File: src/rtl/seq_pkg.sv
// -----------------------------------------------------------------------------
// seq_pkg
// Shared types and helpers for the program sequencer of the MC14500B-style
// 1-bit system.
//   seq_state_t : sequencer FSM states
//   op_field    : extract the opcode field from a program word
//   addr_field  : extract the address field from a program word
// The helpers take the word zero-extended to FIELD_W bits so that they can be
// reused by any parameterisation up to that width.
// -----------------------------------------------------------------------------
package seq_pkg;

  typedef enum logic [2:0] {
    IDLE  = 3'd0,
    LOAD  = 3'd1,
    FETCH = 3'd2,
    EXEC  = 3'd3,
    HALT  = 3'd4
  } seq_state_t;

  localparam int FIELD_W = 64;

  // Low addr_w bits of the word.
  function automatic logic [FIELD_W-1:0] addr_field(
    input logic [FIELD_W-1:0] word,
    input int unsigned        addr_w
  );
    return word & ~({FIELD_W{1'b1}} << addr_w);
  endfunction

  // instr_w bits directly above the address field.
  function automatic logic [FIELD_W-1:0] op_field(
    input logic [FIELD_W-1:0] word,
    input int unsigned        addr_w,
    input int unsigned        instr_w
  );
    return (word >> addr_w) & ~({FIELD_W{1'b1}} << instr_w);
  endfunction

endpackage

File: src/rtl/return_stack.sv
// -----------------------------------------------------------------------------
// return_stack
// Hardware subroutine return-address stack, implemented as a shift register so
// the top of stack is always entry 0 (no pointer arithmetic on the read path).
// Ports:
//   clk, rst_n  : clock, asynchronous active-low reset (level only)
//   clear       : synchronous empty (contents left as-is)
//   push, pop   : push push_data / discard top; never issued together
//   push_data   : return address to save
//   top         : current top-of-stack entry
//   level       : number of occupied entries
//   full, empty : level == STACK_DEPTH / level == 0
// A push while full and a pop while empty are ignored; the parent reports them.
// -----------------------------------------------------------------------------
module return_stack #(
  parameter  int STACK_DEPTH = 4,
  parameter  int ADDR_WIDTH  = 8,
  localparam int LVL_W       = $clog2(STACK_DEPTH + 1)
) (
  input  logic                  clk,
  input  logic                  rst_n,
  input  logic                  clear,
  input  logic                  push,
  input  logic                  pop,
  input  logic [ADDR_WIDTH-1:0] push_data,
  output logic [ADDR_WIDTH-1:0] top,
  output logic [LVL_W-1:0]      level,
  output logic                  full,
  output logic                  empty
);

  logic [ADDR_WIDTH-1:0] entries [STACK_DEPTH];

  assign full  = (level == LVL_W'(STACK_DEPTH));
  assign empty = (level == '0);
  assign top   = entries[0];

  // NOTE: storage carries no reset; only the level counter defines validity,
  // which keeps the array free of reset fan-out and RAM/SRL friendly.
  always_ff @(posedge clk) begin
    if (push && !full) begin
      entries[0] <= push_data;
      for (int i = 1; i < STACK_DEPTH; i++) entries[i] <= entries[i-1];
    end else if (pop && !empty) begin
      for (int i = 0; i < STACK_DEPTH - 1; i++) entries[i] <= entries[i+1];
    end
  end

  always_ff @(posedge clk or negedge rst_n) begin
    if (!rst_n) begin
      level <= '0;
    end else if (clear) begin
      level <= '0;
    end else if (push && !full) begin
      level <= level + LVL_W'(1);
    end else if (pop && !empty) begin
      level <= level - LVL_W'(1);
    end
  end

endmodule

File: src/rtl/program_sequencer.sv
// -----------------------------------------------------------------------------
// program_sequencer
// Fetch/control unit for the MC14500B-style 1-bit system. Owns the program
// memory, program counter and return stack, and offers a handshaked
// program-load mode. Each instruction takes a FETCH and an EXEC cycle; the
// ICU's jmp/rtn/flag_f are sampled on the edge closing EXEC.
// Ports:
//   clk, reset       : clock, asynchronous active-low reset (release is
//                      synchronised internally)
//   load_en          : level request for program-load mode
//   load_valid/ready : load handshake; load_data is the word written
//   run, halt        : start/resume pulse, stop request
//   jmp, rtn, flag_f : ICU flags for the instruction in EXEC (flag_f = halt)
//   instr            : current instruction word, instr_valid high in EXEC
//   pc               : address of the current/next instruction
//   stack_level      : occupied return-stack entries
//   running          : high in FETCH or EXEC
//   err_overflow     : sticky, push attempted on full stack
//   err_underflow    : sticky, pop attempted on empty stack
//   err_conflict     : sticky, jmp and rtn both high in EXEC
// -----------------------------------------------------------------------------
module program_sequencer
  import seq_pkg::*;
#(
  parameter  int ADDR_WIDTH        = 8,
  parameter  int INSTRUCTION_WIDTH = 4,
  parameter  int DATA_WIDTH        = ADDR_WIDTH + INSTRUCTION_WIDTH,
  parameter  int STACK_DEPTH       = 4,
  localparam int LVL_W             = $clog2(STACK_DEPTH + 1),
  localparam int MEM_DEPTH         = 1 << ADDR_WIDTH
) (
  input  logic                  clk,
  input  logic                  reset,
  input  logic                  load_en,
  input  logic                  load_valid,
  output logic                  load_ready,
  input  logic [DATA_WIDTH-1:0] load_data,
  input  logic                  run,
  input  logic                  halt,
  input  logic                  jmp,
  input  logic                  rtn,
  input  logic                  flag_f,
  output logic [DATA_WIDTH-1:0] instr,
  output logic                  instr_valid,
  output logic [ADDR_WIDTH-1:0] pc,
  output logic [LVL_W-1:0]      stack_level,
  output logic                  running,
  output logic                  err_overflow,
  output logic                  err_underflow,
  output logic                  err_conflict
);

  // ---------------------------------------------------------------------------
  // Reset: asserts asynchronously, releases on a clock edge.
  // ---------------------------------------------------------------------------
  logic [1:0] rst_sync;
  logic       rst_n;

  always_ff @(posedge clk or negedge reset) begin
    if (!reset) rst_sync <= 2'b00;
    else        rst_sync <= {rst_sync[0], 1'b1};
  end

  assign rst_n = rst_sync[1];

  // ---------------------------------------------------------------------------
  // Declarations
  // ---------------------------------------------------------------------------
  seq_state_t            state, state_d;
  logic [DATA_WIDTH-1:0] mem [MEM_DEPTH];
  logic [ADDR_WIDTH-1:0] load_ptr;
  logic [ADDR_WIDTH-1:0] pc_d;
  logic [ADDR_WIDTH-1:0] pc_inc;
  logic [ADDR_WIDTH-1:0] jump_target;
  logic [ADDR_WIDTH-1:0] stack_top;
  logic                  stack_full, stack_empty;
  logic                  stack_push, stack_pop, stack_clear;
  logic                  mem_we, ptr_clear;
  logic                  set_ovf, set_unf, set_cfl;

  assign pc_inc      = pc + ADDR_WIDTH'(1);
  assign jump_target = ADDR_WIDTH'(addr_field(FIELD_W'(instr), ADDR_WIDTH));

  // ---------------------------------------------------------------------------
  // FSM: state register
  // ---------------------------------------------------------------------------
  // NOTE: every clocked process uses non-blocking assignments so all registers
  // see pre-edge values regardless of process evaluation order.
  always_ff @(posedge clk or negedge rst_n) begin
    if (!rst_n) state <= IDLE;
    else        state <= state_d;
  end

  // ---------------------------------------------------------------------------
  // FSM: next-state logic
  // ---------------------------------------------------------------------------
  // NOTE: state_d gets a default before the case so no path leaves it
  // unassigned, which would otherwise infer a latch.
  always_comb begin
    state_d = state;
    unique case (state)
      IDLE:    if (load_en) state_d = LOAD;
               else if (run) state_d = FETCH;
      LOAD:    if (!load_en) state_d = IDLE;
      FETCH:   state_d = EXEC;
      EXEC:    if (flag_f || halt) state_d = HALT;
               else if (load_en)   state_d = LOAD;
               else                state_d = FETCH;
      HALT:    if (load_en) state_d = LOAD;
               else if (run) state_d = FETCH;
      default: state_d = IDLE;
    endcase
  end

  // ---------------------------------------------------------------------------
  // FSM: outputs and datapath controls
  // ---------------------------------------------------------------------------
  always_comb begin
    load_ready  = 1'b0;
    instr_valid = 1'b0;
    running     = 1'b0;
    mem_we      = 1'b0;
    stack_push  = 1'b0;
    stack_pop   = 1'b0;
    stack_clear = 1'b0;
    set_ovf     = 1'b0;
    set_unf     = 1'b0;
    set_cfl     = 1'b0;
    pc_d        = pc;
    unique case (state)
      LOAD: begin
        load_ready = 1'b1;
        mem_we     = load_valid;
        // Leaving LOAD restarts the program from a clean call context.
        if (!load_en) begin
          pc_d        = '0;
          stack_clear = 1'b1;
        end
      end
      FETCH: running = 1'b1;
      EXEC: begin
        running     = 1'b1;
        instr_valid = 1'b1;
        pc_d        = pc_inc;
        if (jmp && rtn) begin
          set_cfl = 1'b1;
        end else if (jmp) begin
          // The jump is taken even when the return address cannot be saved.
          pc_d       = jump_target;
          stack_push = !stack_full;
          set_ovf    = stack_full;
        end else if (rtn) begin
          if (stack_empty) begin
            set_unf = 1'b1;
          end else begin
            pc_d      = stack_top;
            stack_pop = 1'b1;
          end
        end
      end
      default: ;
    endcase
    ptr_clear = (state_d == LOAD) && (state != LOAD);
  end

  // ---------------------------------------------------------------------------
  // Program memory: write port for loading, synchronous read in FETCH.
  // ---------------------------------------------------------------------------
  always_ff @(posedge clk) begin
    if (mem_we) mem[load_ptr] <= load_data;
  end

  // instr only changes on the FETCH->EXEC edge, so it holds the previous word
  // throughout FETCH.
  always_ff @(posedge clk or negedge rst_n) begin
    if (!rst_n) begin
      instr <= '0;
    end else if (state == FETCH) begin
      instr <= mem[pc];
    end
  end

  // ---------------------------------------------------------------------------
  // PC, load pointer and sticky error flags
  // ---------------------------------------------------------------------------
  always_ff @(posedge clk or negedge rst_n) begin
    if (!rst_n) begin
      pc            <= '0;
      load_ptr      <= '0;
      err_overflow  <= 1'b0;
      err_underflow <= 1'b0;
      err_conflict  <= 1'b0;
    end else begin
      pc <= pc_d;
      if (ptr_clear)   load_ptr <= '0;
      else if (mem_we) load_ptr <= load_ptr + ADDR_WIDTH'(1);
      if (set_ovf) err_overflow  <= 1'b1;
      if (set_unf) err_underflow <= 1'b1;
      if (set_cfl) err_conflict  <= 1'b1;
    end
  end

  // ---------------------------------------------------------------------------
  // Return stack
  // ---------------------------------------------------------------------------
  return_stack #(
    .STACK_DEPTH (STACK_DEPTH),
    .ADDR_WIDTH  (ADDR_WIDTH)
  ) u_return_stack (
    .clk       (clk),
    .rst_n     (rst_n),
    .clear     (stack_clear),
    .push      (stack_push),
    .pop       (stack_pop),
    .push_data (pc_inc),
    .top       (stack_top),
    .level     (stack_level),
    .full      (stack_full),
    .empty     (stack_empty)
  );

endmodule

File: config.mk
export PLATFORM = sky130hd
export DESIGN_NAME = program_sequencer
export DESIGN_NICKNAME = d
export VERILOG_FILES = /design/src/rtl/seq_pkg.sv /design/src/rtl/return_stack.sv /design/src/rtl/program_sequencer.sv
export SDC_FILE = /design/constraint.sdc
export NUM_CORES = 2
export LEC_CHECK = 0
export ABC_AREA = 0
export BUFFER_PORTS_ARGS = -buffer_cell sky130_fd_sc_hd__buf_2
export CORE_MARGIN = 4
export CORE_UTILIZATION = 60
export CTS_CLUSTER_DIAMETER = 150
export DETAILED_ROUTE_END_ITERATION = 8
export PLACE_DENSITY_LB_ADDON = 0.05
export SYNTH_ARGS = -nofsm -noshare
export SYNTH_HDL_FRONTEND = slang
export SYNTH_SLANG_ARGS = --single-unit
File: constraint.sdc
create_clock -name clk -period 2 [get_ports clk]
set_input_delay 0.2 -clock clk [delete_from_list [all_inputs] [get_ports clk]]
set_output_delay 0.2 -clock clk [all_outputs]
set_load 0.01 [all_outputs]
[After elaboration in Yosys (flattened, before gate mapping)]
Memories as Yosys holds them, arrays and structs flattened. A register that Yosys moved wholly into a read port is not among the register bits.
Cells that the tools add are included.
Storage, ports and cells
  flip-flop bits (word level): 27
  memory bits (writable): 3104
  output and inout bits: 29
  word-level logic and storage cells: 92
  memories kept: 2
Memory list
  mem: depth 256, bits a word 12, rd ports 1, clocked after Yosys merged registers in 1, wr ports 1, line program_sequencer.sv:70  | logic [DATA_WIDTH-1:0] mem [MEM_DEPTH];
  u_return_stack.entries: depth 4, bits a word 8, rd ports 4, clocked after Yosys merged registers in 0, wr ports 4, line return_stack.sv:32  | logic [ADDR_WIDTH-1:0] entries [STACK_DEPTH];
Operators by class
  add/sub/neg operators: 4
  equal/unequal tests: 8
  mux-type cells: 51
  bitwise logic cells: 3
  reductions and logical operators: 16
Operators by type and width (count)
  8-bit two-way mux: 10
  1-bit two-way mux: 31
  3-bit two-way mux: 7
  8-bit by 1-bit adder with 8-bit output (second input constant): 2
  8-bit one-hot mux with 2 select lines: 1
  3-bit one-hot mux with 4 select lines: 1
  3-bit by 1-bit == test with 1-bit output (second input constant): 2
  3-bit by 2-bit == test with 1-bit output (second input constant): 2
  3-bit == test (second input constant): 2
  3-bit zero test: 2
  1-bit logical AND: 4
  2-bit nonzero test: 2
  2-bit OR reduction: 2
  3-bit by 1-bit adder with 3-bit output (second input constant): 1
  1-bit zero test: 3
  3-bit by 1-bit != test with 1-bit output (second input constant): 1
  1-bit bitwise OR: 3
  3-bit nonzero test: 1
  3-bit by 1-bit subtractor with 3-bit output (second input constant): 1
  2-bit two-way mux: 1
  2-bit != test (second input constant): 1
  2-bit AND reduction: 1
  1-bit logical OR: 1

[Longest topological paths before layout]
  depth in word-level cells: 11
  depth in mapped cells: 13

[Modules after synthesis]
From an unflattened synthesis, not the netlist that was laid out.
Unflattened totals
  cell total of the unflattened synthesis: 5779
  area, all modules: 121499.0 um^2
By module, submodules not included
  program_sequencer: instances 1, cells each 5686, area an instance 119863.7 um^2, sequential area each 93149.3 um^2
  return_stack: instances 1, cells each 93, area an instance 1635.3 um^2, sequential area each 1036.0 um^2

[Least setup slack after synthesis]
Ideal clock, no wire load.
  path type: reg-to-reg
  from: register state[2]
  to: memory mem[223][0] (netlist bit) (enable)
  library setup time: 0.380 ns
  arrival: 2.450 ns
  required time: 1.620 ns
  setup slack: -0.830 ns
  cell stages (with the launch flop): 7
  buffers on the path: 2
  cells stage by stage: dfrtp_1 > nor3b_1 > and3_1 > clkbuf_1 > nand3_1 > clkbuf_1 > nor2_1
Between the ends
  cells in the longest elaborated chain, start to end: 4
RTL lines
  start: declaration: line program_sequencer.sv:69  | seq_state_t state, state_d;
  start signal: assignment: line program_sequencer.sv:91  | else state <= state_d;
  3-bit by 1-bit == test with 1-bit output: line program_sequencer.sv:130  | unique case (state)
  1-bit two-way mux: line program_sequencer.sv:130
  1-bit two-way mux: line program_sequencer.sv:170  | if (mem_we) mem[load_ptr] <= load_data;
  1-bit two-way mux (not written as such): line program_sequencer.sv:170
  end: declaration: line program_sequencer.sv:70
No other way between the ends.

==> flow_results.org <==
** Layout
- Final-stage net count :: 7633
- The area growth from synthesis to layout is 26.1%.
- Final std cell area, no fill :: 0.155 mm²
- Proportion of layout cells with a drive suffix above 1 :: 37.0%
- Util after Layout :: 76.4%

** Setup path
- Along the worst path, the maximum fanout reaches 8.
- STA classifies the critical path endpoint as a flop.
- Required arrival time at the worst endpoint :: 2.81 ns
- STA classifies the critical path startpoint as a flop.
- The critical path is of the reg -> reg type.
- For the worst setup path, the data arrival time is 3.98 ns.

** Drt
- After detailed routing, the number of remaining DRC violations is 0.
- First-pass iteration count of the detailed router :: 8
- In the final routed layout, each cell accounts on average for 35.9 µm.
- The routed layout has 71073 vias.
- In this run the remaining antenna-violating nets after routing total 0.
- DR vias/cell :: 6.75
- The detailed router finished its first iteration with 10541 violations.
- Total Wirelength :: 378 mm

** Synthesis
- For this run, the number of Yosys warnings is 0.
- Share of Yosys cell area claimed by the top area cell type :: 75.9%
- Summed instance area of the synthesized netlist :: 0.123 mm²
- Counting flops with a built-in enable in the synthesized netlist gives 3104.
- In this run, synthesis produced a sequential element count of 3143.
- Yosys mapped the design onto 80 distinct sky130hd cell types.
- Area leader, netlist :: sky130_fd_sc_hd__edfxtp_1
- Ranking of synthesized cells by area :: sky130_fd_sc_hd__edfxtp_1 (76%), sky130_fd_sc_hd__mux4_2 (9.5%), sky130_fd_sc_hd__mux2i_1 (4.6%), sky130_fd_sc_hd__o221ai_1 (1.3%), sky130_fd_sc_hd__nor2_1 (1.1%)
- Mapped Nets :: 6189
- For this run, the register share of the synthesized area comes to 76.6%.
- In the synthesized netlist, the cells that appear most often are sky130_fd_sc_hd__edfxtp_1 (3104), sky130_fd_sc_hd__mux2i_1 (564), sky130_fd_sc_hd__mux4_2 (517).
- Most frequent cell after synthesis :: sky130_fd_sc_hd__edfxtp_1
- Proportion of register bits with asynchronous set or reset after synthesis :: 1.24%
- Top FF cell, synth :: sky130_fd_sc_hd__edfxtp_1
- Each instance of the synthesized netlist takes up on average 19.9 µm².
- Instance count of the mapped netlist :: 6162

** STA
- Setup repair after global routing could not meet its margin everywhere.
- The final-report max-slew violation count came to 0.
- Number of hold-slack violations in the final timing report :: 0
- Upper clock frequency limit :: 316 MHz
- Final Setup Violations :: 2980
- Once routing completed, OpenROAD measured the worst setup slack at -1.16 ns.
- Time the worst path needs with I/O delays and setup :: 3.16 ns
- Portion of the clock cycle consumed by the worst path in the final layout :: 158%
- Clock skew on the completed layout was measured at 0.0427 ns.
- Slew margin rel. :: 44.1%
- At the pin with the least slew margin, the transition time is 0.838 ns.

** Place
- Weighted congestion reported at the end of routability-driven placement :: 0.942
- Count of input and output buffers :: 49
- Once placement finished, the instance area stood at 0.139 mm².
- Post-DP HPWL :: 245 mm

** Global routing
- Gr usage total :: 35.8%
- The first global-routing pass estimated 531 mm of wire.
- The number of antenna violations at the first check in global routing came to 11.
- Number of global-route vias before repair :: 69570
- Largest net degree at the start of global routing :: 99
- Global routing finished with a remaining overflow of 0.

** Clocking
- In this run, CTS created clock tree buffers numbering 328.
- TritonCTS clock tree :: yes
- Clock-pin slew was measured on the worst setup and hold paths at 0.06 ns.
- The clock passes through at most 4 buffers.
- Clock latency on the worst-skew pair, taken at its later pin, is 0.95 ns.
- The H-tree generated during clock tree synthesis spans 5 levels.
- Sinks on the clock net :: 3143
- Root buf cell :: sky130_fd_sc_hd__clkbuf_16

** Floorplan
- Initial cell density of the core :: 60.6%
- From bottom edge to top edge, the die measures 461 µm.
- The floorplan step defined a core boundary enclosing 0.203 mm².
- Area of the die :: 0.212 mm²
- Die Span X :: 461 µm
- 50 I/O pins were placed.
- Row generation in the floorplan step produced 165 rows.

** Run status
- The run finished, with violations left.
- Violated checks :: setup timing

** Power and ir drop
- Pleak :: 50.6 nW
- Power density over cell area :: 1260 mW/mm²
- Peak VDD IR :: 1.08 mV

** Worst hold path
- The path class of the tightest hold or removal check is in -> async.

** Run
- Number of violations of the max-capacitance limit :: 0
-- flip-flops by register name (all words and copies together) (netlist names) --
name,count
pc,8
err_overflow,1
u_return_stack.entries,32
err_underflow,1
u_return_stack.level,3
instr,12
err_conflict,1
mem,3072
state,3
rst_sync,2
load_ptr,8
-- routing by layer --
layer | routed length (µm) | vias up | track usage, %
li1 | - | 28554 | -
met3 | 43200 | 884 | 7.88
met1 | 139000 | 36911 | 50.8
met2 | 175000 | 4720 | 54.2
met4 | 21000 | 4 | 16.0
met5 | 26 | - | 0
-- cell usage in the layout, fill, tap and decap left out, types with 18 or more instances in the layout --
cell                               n
sky130_fd_sc_hd__a21oi_1         120
sky130_fd_sc_hd__a21oi_2          26
sky130_fd_sc_hd__a22oi_1          31
sky130_fd_sc_hd__a31oi_1          20
sky130_fd_sc_hd__and2_1           22
sky130_fd_sc_hd__buf_12          400
sky130_fd_sc_hd__buf_16           23
sky130_fd_sc_hd__buf_2            32
sky130_fd_sc_hd__buf_4           876
sky130_fd_sc_hd__buf_6            84
sky130_fd_sc_hd__buf_8            32
sky130_fd_sc_hd__bufinv_16        40
sky130_fd_sc_hd__clkbuf_1         62
sky130_fd_sc_hd__clkbuf_16       343
sky130_fd_sc_hd__clkinv_1         58
sky130_fd_sc_hd__clkinv_2         55
sky130_fd_sc_hd__dfrtp_1          31
sky130_fd_sc_hd__dlygate4sd3_1    23
sky130_fd_sc_hd__edfxtp_1       3104
sky130_fd_sc_hd__mux2i_1         556
sky130_fd_sc_hd__mux4_2          519
sky130_fd_sc_hd__nand2_1         145
sky130_fd_sc_hd__nand3_1          38
sky130_fd_sc_hd__nor2_1          176
sky130_fd_sc_hd__nor2_4          168
sky130_fd_sc_hd__nor3_1           36
sky130_fd_sc_hd__o21ai_0          59
sky130_fd_sc_hd__o21ai_1          19
sky130_fd_sc_hd__o221ai_1        147
sky130_fd_sc_hd__o221ai_2         33
sky130_fd_sc_hd__o22ai_1         133
sky130_fd_sc_hd__o22ai_2          18
-- where the power goes --
group | internal [mW] | switching, mW | leakage [nW]
registers | 72.8 | 0.736 | 28.4
logic | 26.5 | 34.1 | 17.1
clock network | 35.9 | 24.5 | 5.15
-- worst max-delay path, stage by stage, from the launching register on --
cell and delay, ns:
sky130_fd_sc_hd__dfrtp_4 0.50, sky130_fd_sc_hd__buf_12 0.18, sky130_fd_sc_hd__buf_16 0.17, sky130_fd_sc_hd__buf_12 0.18, sky130_fd_sc_hd__buf_16 0.15, sky130_fd_sc_hd__buf_8 0.14
sky130_fd_sc_hd__mux2i_2 0.15, sky130_fd_sc_hd__o221ai_2 0.22, sky130_fd_sc_hd__o22ai_2 0.14, sky130_fd_sc_hd__nor3_2 0.26, sky130_fd_sc_hd__buf_4 0.24, sky130_fd_sc_hd__a211oi_4 0.06
sky130_fd_sc_hd__a221o_1 0.49, sky130_fd_sc_hd__o311ai_2 0.12
-- through the flow --
stage,setup slack [ns],cells,total power [mW],hold WS (ns),TNS [ns]
floorplan,-0.524,6162,100,-0.0956,-391.26
global placement,-1.77,9755,127,-0.00650,-295.64
detailed placement,-1.82,9755,127,-0.00611,-317.34
CTS,-1.08,10449,192,0.0753,-192.98
global route,-1.19,10518,199,0.0975,-582.20
finish,-1.16,10522,195,0.113,-383.47
-- cell families after synthesis --
family,count (synthesis),share of synthesized area [%]
AO/OA/AOI/OAI,791,4.45
XOR/XNOR,12,0.0855
adder cells (fa/ha/maj),6,0.0672
buffers and inverters,386,1.99
flip-flops,3143,76.6
multiplexers,1091,14.2
other,1,0.00305
AND/OR/NAND/NOR,732,2.55
-- worst paths after layout --
path,from,to,slack [ns],cells past startpoint
hold / removal,reset,rst_sync[0],0.11,3
setup / recovery,pc[0],instr[3],-1.16,13
hold reg to reg,rst_sync[1],err_overflow,0.22,0
min in group clk,load_en,state[2],0.19,3
max in group asynchronous,rst_sync[1],instr[5],1.07,1
setup reg to reg,pc[0],instr[3],-1.16,13
-- final cells by class --
cell class                 instances  area (µm²)
sequential                      3143       94200
inverter                           9        48.8
antenna                            7        17.5
multi-input combinational       2633       29300
timing repair buffer            1491       17500
clock inverter                   165        1810
clock buffer                     402        8700
fill                           10933       48000
tap                             2672        3340
-- repair_timing --
action	in CTS	in global routing
endpoints found under the hold margin	1827	0
setup endpoints to repair	2743	3142
buffers inserted	89	62
gates cloned	24	11
pin swaps	80	61
hold buffers	23	0
resized for setup	435	223
No activity file was read; power rests on OpenSTA's default activity.
